`src/rtl/mx_ctrl_pkg.sv`:
```
// MX dot-product control package: sequencer state encoding and the
// width helpers shared by the sequencer and the post-scale stage.
package mx_ctrl_pkg;

    typedef enum logic [1:0] {
        IDLE,
        RUN,
        DRAIN,
        DONE
    } mx_seq_state_t;

    // Fixed-point product width of mul_fp for one element pair.
    function automatic int mx_prd_width(input int exp_width,
                                        input int man_width);
        return 2 * ((1 << exp_width) + man_width);
    endfunction

    // Accumulator width that cannot overflow over k products.
    function automatic int mx_acc_width(input int exp_width,
                                        input int man_width,
                                        input int k);
        return mx_prd_width(exp_width, man_width) + $clog2(k);
    endfunction

endpackage

```
`src/rtl/mx_dot_seq_if.sv`:
```
// Element/result handshake bundle of the MX dot-product sequencer.
// master: operand-buffer / consumer side, slave: the sequencer.
interface mx_dot_seq_if #(
    parameter int bit_width   = 8,
    parameter int scale_width = 8,
    parameter int acc_width   = 73
);
    logic                        i_start;
    logic [scale_width-1:0]      i_scale0;
    logic [scale_width-1:0]      i_scale1;
    logic                        o_busy;
    logic                        i_el_valid;
    logic                        o_el_ready;
    logic [bit_width-1:0]        i_op0;
    logic [bit_width-1:0]        i_op1;
    logic                        o_res_valid;
    logic                        i_res_ready;
    logic signed [acc_width-1:0] o_acc;
    logic [scale_width:0]        o_scale_sum;

    modport master (
        output i_start, i_scale0, i_scale1,
        output i_el_valid, i_op0, i_op1, i_res_ready,
        input  o_busy, o_el_ready, o_res_valid,
        input  o_acc, o_scale_sum
    );

    modport slave (
        input  i_start, i_scale0, i_scale1,
        input  i_el_valid, i_op0, i_op1, i_res_ready,
        output o_busy, o_el_ready, o_res_valid,
        output o_acc, o_scale_sum
    );
endinterface

```
`src/rtl/mul_fp.sv`:
```
// Combinational MX element multiplier: two sign/exp/man elements in,
// exact signed fixed-point product out (LSB = 2^-2m of unit scale).
module mul_fp
    import mx_ctrl_pkg::*;
#(
    parameter int exp_width = 5,
    parameter int man_width = 2,
    localparam int bit_width = 1 + exp_width + man_width,
    localparam int prd_width = mx_prd_width(exp_width, man_width),
    localparam int mag_width = prd_width / 2
) (
    input  logic [bit_width-1:0]        i_op0,
    input  logic [bit_width-1:0]        i_op1,
    output logic signed [prd_width-1:0] o_prd
);

    // Subnormals (exp 0) share the exp-1 shift with an implicit 0.
    function automatic logic [mag_width-1:0] fx_mag(
        input logic [bit_width-1:0] op
    );
        logic [exp_width-1:0] e;
        logic [exp_width-1:0] sh;
        logic [mag_width-1:0] m;
        e  = op[bit_width-2 -: exp_width];
        sh = (e == '0) ? '0 : e - 1'b1;
        m  = mag_width'({(e != '0), op[man_width-1:0]});
        return m << sh;
    endfunction

    logic [prd_width-1:0] mag;
    logic                 neg;

    always_comb begin
        mag   = prd_width'(fx_mag(i_op0)) * prd_width'(fx_mag(i_op1));
        neg   = i_op0[bit_width-1] ^ i_op1[bit_width-1];
        o_prd = neg ? -$signed(mag) : $signed(mag);
    end

endmodule

```
`src/rtl/mx_dot_seq.sv`:
```
// Streams one MX block of k element pairs through mul_fp and sums the
// products; clk/rst plain ports, handshakes on the mx_dot_seq_if slave.
module mx_dot_seq
    import mx_ctrl_pkg::*;
#(
    parameter int exp_width   = 5,
    parameter int man_width   = 2,
    parameter int k           = 32,
    parameter int scale_width = 8,
    localparam int prd_width  = mx_prd_width(exp_width, man_width),
    localparam int acc_width  = mx_acc_width(exp_width, man_width, k)
) (
    input  logic        i_clk,
    input  logic        i_rst_n,
    mx_dot_seq_if.slave bus
);

    localparam int cnt_width = $clog2(k);

    mx_seq_state_t               state_q, state_d;
    logic [cnt_width-1:0]        cnt_q, cnt_d;
    logic signed [prd_width-1:0] prd_q, prd_d, prd_w;
    logic                        prd_vld_q, prd_vld_d;
    logic signed [acc_width-1:0] acc_q, acc_d;
    logic [scale_width:0]        ssum_q, ssum_d;
    logic                        busy_q, busy_d;
    logic                        el_ready_q, el_ready_d;
    logic                        res_valid_q, res_valid_d;
    logic                        accept;

    mul_fp #(
        .exp_width (exp_width),
        .man_width (man_width)
    ) u_mul_fp (
        .i_op0 (bus.i_op0),
        .i_op1 (bus.i_op1),
        .o_prd (prd_w)
    );

    assign accept = bus.i_el_valid & el_ready_q;

    always_comb begin
        state_d   = state_q;
        cnt_d     = cnt_q;
        prd_d     = prd_q;
        prd_vld_d = 1'b0;
        acc_d     = acc_q;
        ssum_d    = ssum_q;
        if (prd_vld_q) begin
            acc_d = acc_q + {{(acc_width-prd_width){prd_q[prd_width-1]}},
                             prd_q};
        end
        unique case (state_q)
            IDLE: begin
                if (bus.i_start) begin
                    state_d = RUN;
                    cnt_d   = '0;
                    acc_d   = '0;
                    ssum_d  = {1'b0, bus.i_scale0} + {1'b0, bus.i_scale1};
                end
            end
            RUN: begin
                if (accept) begin
                    prd_d     = prd_w;
                    prd_vld_d = 1'b1;
                    // Hold the count at k-1 so it never wraps.
                    if (cnt_q == cnt_width'(k - 1)) begin
                        state_d = DRAIN;
                    end else begin
                        cnt_d = cnt_q + 1'b1;
                    end
                end
            end
            DRAIN: state_d = DONE;
            DONE: begin
                if (bus.i_res_ready) begin
                    state_d = IDLE;
                end
            end
            default: state_d = IDLE;
        endcase
        busy_d      = (state_d != IDLE);
        el_ready_d  = (state_d == RUN);
        res_valid_d = (state_d == DONE);
    end

    always_ff @(posedge i_clk) begin
        if (!i_rst_n) begin
            state_q     <= IDLE;
            cnt_q       <= '0;
            prd_q       <= '0;
            prd_vld_q   <= 1'b0;
            acc_q       <= '0;
            ssum_q      <= '0;
            busy_q      <= 1'b0;
            el_ready_q  <= 1'b0;
            res_valid_q <= 1'b0;
        end else begin
            state_q     <= state_d;
            cnt_q       <= cnt_d;
            prd_q       <= prd_d;
            prd_vld_q   <= prd_vld_d;
            acc_q       <= acc_d;
            ssum_q      <= ssum_d;
            busy_q      <= busy_d;
            el_ready_q  <= el_ready_d;
            res_valid_q <= res_valid_d;
        end
    end

    assign bus.o_busy      = busy_q;
    assign bus.o_el_ready  = el_ready_q;
    assign bus.o_res_valid = res_valid_q;
    assign bus.o_acc       = acc_q;
    assign bus.o_scale_sum = ssum_q;

endmodule
```
`src/flat_wrapper.sv`:
```
// flat-port wrapper written by rule: the top's interface ports become plain ports
module mx_dot_seq_flat import mx_ctrl_pkg::*;
#(
    parameter int exp_width   = 5,
    parameter int man_width   = 2,
    parameter int k           = 32,
    parameter int scale_width = 8,
    localparam int prd_width  = mx_prd_width(exp_width, man_width),
    localparam int acc_width  = mx_acc_width(exp_width, man_width, k)
)
  (i_clk, i_rst_n, bus_i_start, bus_i_scale0, bus_i_scale1, bus_i_el_valid, bus_i_op0, bus_i_op1, bus_i_res_ready, bus_o_busy, bus_o_el_ready, bus_o_res_valid, bus_o_acc, bus_o_scale_sum);
  mx_dot_seq_if #(.scale_width(scale_width)) bus_i ();
  input  logic i_clk;
  input  logic i_rst_n;
  input wire logic [$bits(bus_i.i_start)-1:0] bus_i_start;
  input wire logic [$bits(bus_i.i_scale0)-1:0] bus_i_scale0;
  input wire logic [$bits(bus_i.i_scale1)-1:0] bus_i_scale1;
  input wire logic [$bits(bus_i.i_el_valid)-1:0] bus_i_el_valid;
  input wire logic [$bits(bus_i.i_op0)-1:0] bus_i_op0;
  input wire logic [$bits(bus_i.i_op1)-1:0] bus_i_op1;
  input wire logic [$bits(bus_i.i_res_ready)-1:0] bus_i_res_ready;
  output wire logic [$bits(bus_i.o_busy)-1:0] bus_o_busy;
  output wire logic [$bits(bus_i.o_el_ready)-1:0] bus_o_el_ready;
  output wire logic [$bits(bus_i.o_res_valid)-1:0] bus_o_res_valid;
  output wire logic [$bits(bus_i.o_acc)-1:0] bus_o_acc;
  output wire logic [$bits(bus_i.o_scale_sum)-1:0] bus_o_scale_sum;
  assign bus_i.i_start = bus_i_start;
  assign bus_i.i_scale0 = bus_i_scale0;
  assign bus_i.i_scale1 = bus_i_scale1;
  assign bus_i.i_el_valid = bus_i_el_valid;
  assign bus_i.i_op0 = bus_i_op0;
  assign bus_i.i_op1 = bus_i_op1;
  assign bus_i.i_res_ready = bus_i_res_ready;
  assign bus_o_busy = bus_i.o_busy;
  assign bus_o_el_ready = bus_i.o_el_ready;
  assign bus_o_res_valid = bus_i.o_res_valid;
  assign bus_o_acc = bus_i.o_acc;
  assign bus_o_scale_sum = bus_i.o_scale_sum;
  mx_dot_seq #(.exp_width(exp_width), .man_width(man_width), .k(k), .scale_width(scale_width)) u_core (.i_clk(i_clk), .i_rst_n(i_rst_n), .bus(bus_i));
endmodule
```
`config.mk`:
```
export PLATFORM = sky130hd
export DESIGN_NAME = mx_dot_seq_flat
export DESIGN_NICKNAME = d
export VERILOG_FILES = /design/src/rtl/mx_ctrl_pkg.sv /design/src/rtl/mx_dot_seq_if.sv /design/src/rtl/mul_fp.sv /design/src/rtl/mx_dot_seq.sv /design/src/flat_wrapper.sv
export SDC_FILE = /design/constraint.sdc
export NUM_CORES = 2
export LEC_CHECK = 0
export CORE_MARGIN = 4
export CORE_UTILIZATION = 50
export CTS_CLUSTER_DIAMETER = 40
export DETAILED_ROUTE_END_ITERATION = 7
export GPL_TIMING_DRIVEN = 0
export HOLD_SLACK_MARGIN = 0.06
export PLACE_DENSITY_LB_ADDON = 0.15
export SLEW_MARGIN = 0
export SYNTH_ARGS = -nofsm -noshare
export SYNTH_HDL_FRONTEND = slang
export SYNTH_SLANG_ARGS = --single-unit
```
`constraint.sdc`:
```
create_clock -name i_clk -period 10.9 [get_ports i_clk]
set_clock_uncertainty 0.15 [all_clocks]
set_input_delay 1.09 -clock i_clk [delete_from_list [all_inputs] [get_ports i_clk]]
set_output_delay 1.09 -clock i_clk [all_outputs]
set_load 0.1 [all_outputs]
```
==> reports/metrics.yaml <==
status: "finished with violations"
failed_checks: "negative setup slack"
viasPerCell: 5.840
rows: 115
synth-seq-cells: 161
clock_power_share_pct: 21.7
core_mm2: 0.09899
start_util_pct: 50.65
synth_fp_nets: 7499
hold_depth: 2
grt_util_all_layers_pct: 37.07
numCtsBuffers: 17
hpwl_um: 161100
drtIter0Drc: 4382
yosys.area_share.simple_pct: 17.87
htreeDepth: 4
post-route-period-util_pct: 100.7
cp_num_cells: 36
postRouteAntennaNets: 0
dr_total_vias: 45060
netlist_area_mm2: 0.05014
grt_setup_unrepaired: "yes"
die_area_mm2: 0.1054
synthArstFlopShare_pct: 0
grt_pass1_vias: 46050
slowest_stage: "fa_2"
clk_pin_slew_ps: 70
place_ws_ps: -3926
die_y_um: 324.7
fill_cells: 8925
cts-root-buf: "clkbuf_16"
hp-class: "reg2reg"
synth_top_family_by_area: "adder cells"
place_congestion: 1.059
io_buffers: 115
fin_nets: 7839
setup_slack_ps: -74.45
cpPeakStageDelay_ps: 670
synth-xor-area-share_pct: 3.284
ff2ff_path_depth: 15
grt_max_degree: 17
clk_latency_ps: 450
slew_headroom_pct: 10.83
ys_types: 118
cap_violations: 0
setup_viol: 2
grt_pass1_wl_um: 292100
crit_required_ps: 11070
path_max_fanout: 10
startpoint_type: "input port"
power.switching_mw: 1.331
ys_warn_count: 0
pwr-share-comb_pct: 57.5
ir_worst_vdd_v: 0.0001108
drt_pre_antenna_iters: 6
finalSetupTns_ps: -90.90
areaGrowthSynthToFinish_pct: 17.99
drive_gt1_share_pct: 14.13
syn_area_per_cell_um2: 8.259
ys.flop_type: "dfxtp_1"
max_freq_mhz: 91.12
seq_area_frac_synth_pct: 6.428
cts_tree: "built"
drc: 0
io_pins: 122
synth_compound_area_share_pct: 10.30
wl_per_cell_um: 25.69
wirelength_um: 198200
synth_edf_count: 0
leakage_nw: 27.80
die_w_um: 324.7
crit_path_end_kind: "register"
antenna_found_initial: 9
grt_overflow_total: 0
hold_ws_ps: 305.0
final-hold-violation-count: 0
synthAdderAreaFrac_pct: 50.01
tightestPinTransition_ps: 1333
path_buf_inv: 7
crit_arrival_ps: 11140
synthCells: 6071
clock-sinks: 161
power.density_mw_per_mm2: 49.47
cpMostUsedCell: "fa_1"
min_period_ps: 10970
clk_path_buf_depth: 2
p_int_mw: 1.595
p_sw_share_pct: 45.48
crit_type: "in2reg"
cp_top_family: "adder cells"
seq_power_share_pct: 20.9
ctsHoldBuffers: 0
drv_slew: 0
synthMuxAreaShare_pct: 1.140
[timing repair]
action                                  in CTS  in global routing
gates resized for setup                    763                346
endpoints found under the setup margin      53                 40
gates cloned                                 0                  1
setup buffers                              141                 67
pin swaps                                  103                150
[layer usage]
metal	wire, um	vias up	GRT usage (%)
met5	31	-	0
met4	14250	4	20.86
met3	23450	671	11.27
met2	85380	2553	56.83
met1	75090	22250	46.84
li1	-	19590	-
[cell usage after synthesis, types with 56 or more instances]
cell | n | area share [%]
a21o_1 | 104 | 1.6
xor2_1 | 62 | 1.1
a211oi_1 | 62 | 0.93
dfxtp_1 | 161 | 6.4
mux2i_1 | 56 | 1.1
o21ai_0 | 113 | 1.1
inv_1 | 1094 | 8.2
ha_1 | 369 | 9.2
xnor2_1 | 126 | 2.2
a21oi_1 | 233 | 2.3
clkbuf_1 | 256 | 1.9
nor2_1 | 805 | 6.0
nand3_1 | 69 | 0.69
nand2_1 | 887 | 6.6
fa_1 | 1022 | 41
nor3_1 | 82 | 0.82
[power groups by stage]
stage          sequential, mW  combinational (mW)  clock, mW
2_1_floorplan           0.648               0.809          0
3_3_place_gp            0.624                1.27          0
3_5_place_dp            0.624                1.29          0
4_1_cts                 0.611                1.52      0.644
5_1_grt                 0.612                1.76      0.668
6_report                0.611                1.68      0.634
[flip-flops by register name, indices dropped and copies added, names as in the netlist]
signal                  flops
u_core.bus.o_acc           73
u_core.bus.o_busy           1
u_core.bus.o_el_ready       1
u_core.bus.o_res_valid      1
u_core.bus.o_scale_sum      9
u_core.cnt_q                5
u_core.prd_q               68
u_core.prd_vld_q            1
u_core.state_q              2
[cell families after synthesis]
group,after synthesis
simple gates,2107
flops,161
fa+ha+maj,1391
xor+xnor,188
buf+inv,1396
mux,57
compound gates,771
[cell usage in the layout, fill, tap and decap left out, drive strengths merged, types with 126 or more instances in the layout]
cell / Yosys / final
inv: 1096 / 1097
fa: 1022 / 1022
nand2: 887 / 887
nor2: 806 / 806
ha: 369 / 369
buf: 28 / 302
a21oi: 234 / 234
clkbuf: 267 / 225
dfxtp: 161 / 161
o21ai: 127 / 127
xnor2: 126 / 126
[per-stage QoR]
step / total power, mW / cell area, um2 / util (%) / cells
floorplan: 1.457 / 50150 / - / 6071
global placement: 1.894 / 52910 / 53.45 / 7473
detailed placement: 1.912 / 53110 / 53.65 / 7485
CTS: 2.774 / 57510 / 58.10 / 7644
global route: 3.043 / 59150 / 59.75 / 7712
finish: 2.927 / 59160 / 59.76 / 7716
[tightest hold or removal path, cell delays in order, from the launching register on]
cell and delay [ps]:
dfxtp_1 310, nand2_1 50, a21oi_1 50
[path summary, 6_finish.rpt]
check	startpoint	endpoint	slack, ps
setup / recovery	bus_i_op0[2]	u_core.prd_q[65]$_SDFFE_PN0P_	-70
hold / removal	u_core.bus.o_scale_sum[5]$_SDFFE_PN0P_	u_core.bus.o_scale_sum[5]$_SDFFE_PN0P_	300
setup reg to reg	u_core.bus.o_acc[0]$_SDFF_PN0_	u_core.bus.o_acc[72]$_SDFF_PN0_	5990
hold reg to reg	u_core.bus.o_scale_sum[5]$_SDFFE_PN0P_	u_core.bus.o_scale_sum[5]$_SDFFE_PN0P_	300
[layout make-up]
cell class              count  area [um2]  share of cell area, %
well taps                1287        1610                  2.722
repair buffers            336        3216                  5.436
clock inverters            10       148.9                 0.2517
inverters                1096        4131                  6.984
flip-flops and latches    161        3223                  5.448
plain buffers             285        2397                  4.052
clock buffers              22       474.2                 0.8016
multi-input cells        4514       43940                  74.28
diodes                      5       12.51                0.02115
No activity file was read; power rests on OpenSTA's default activity.
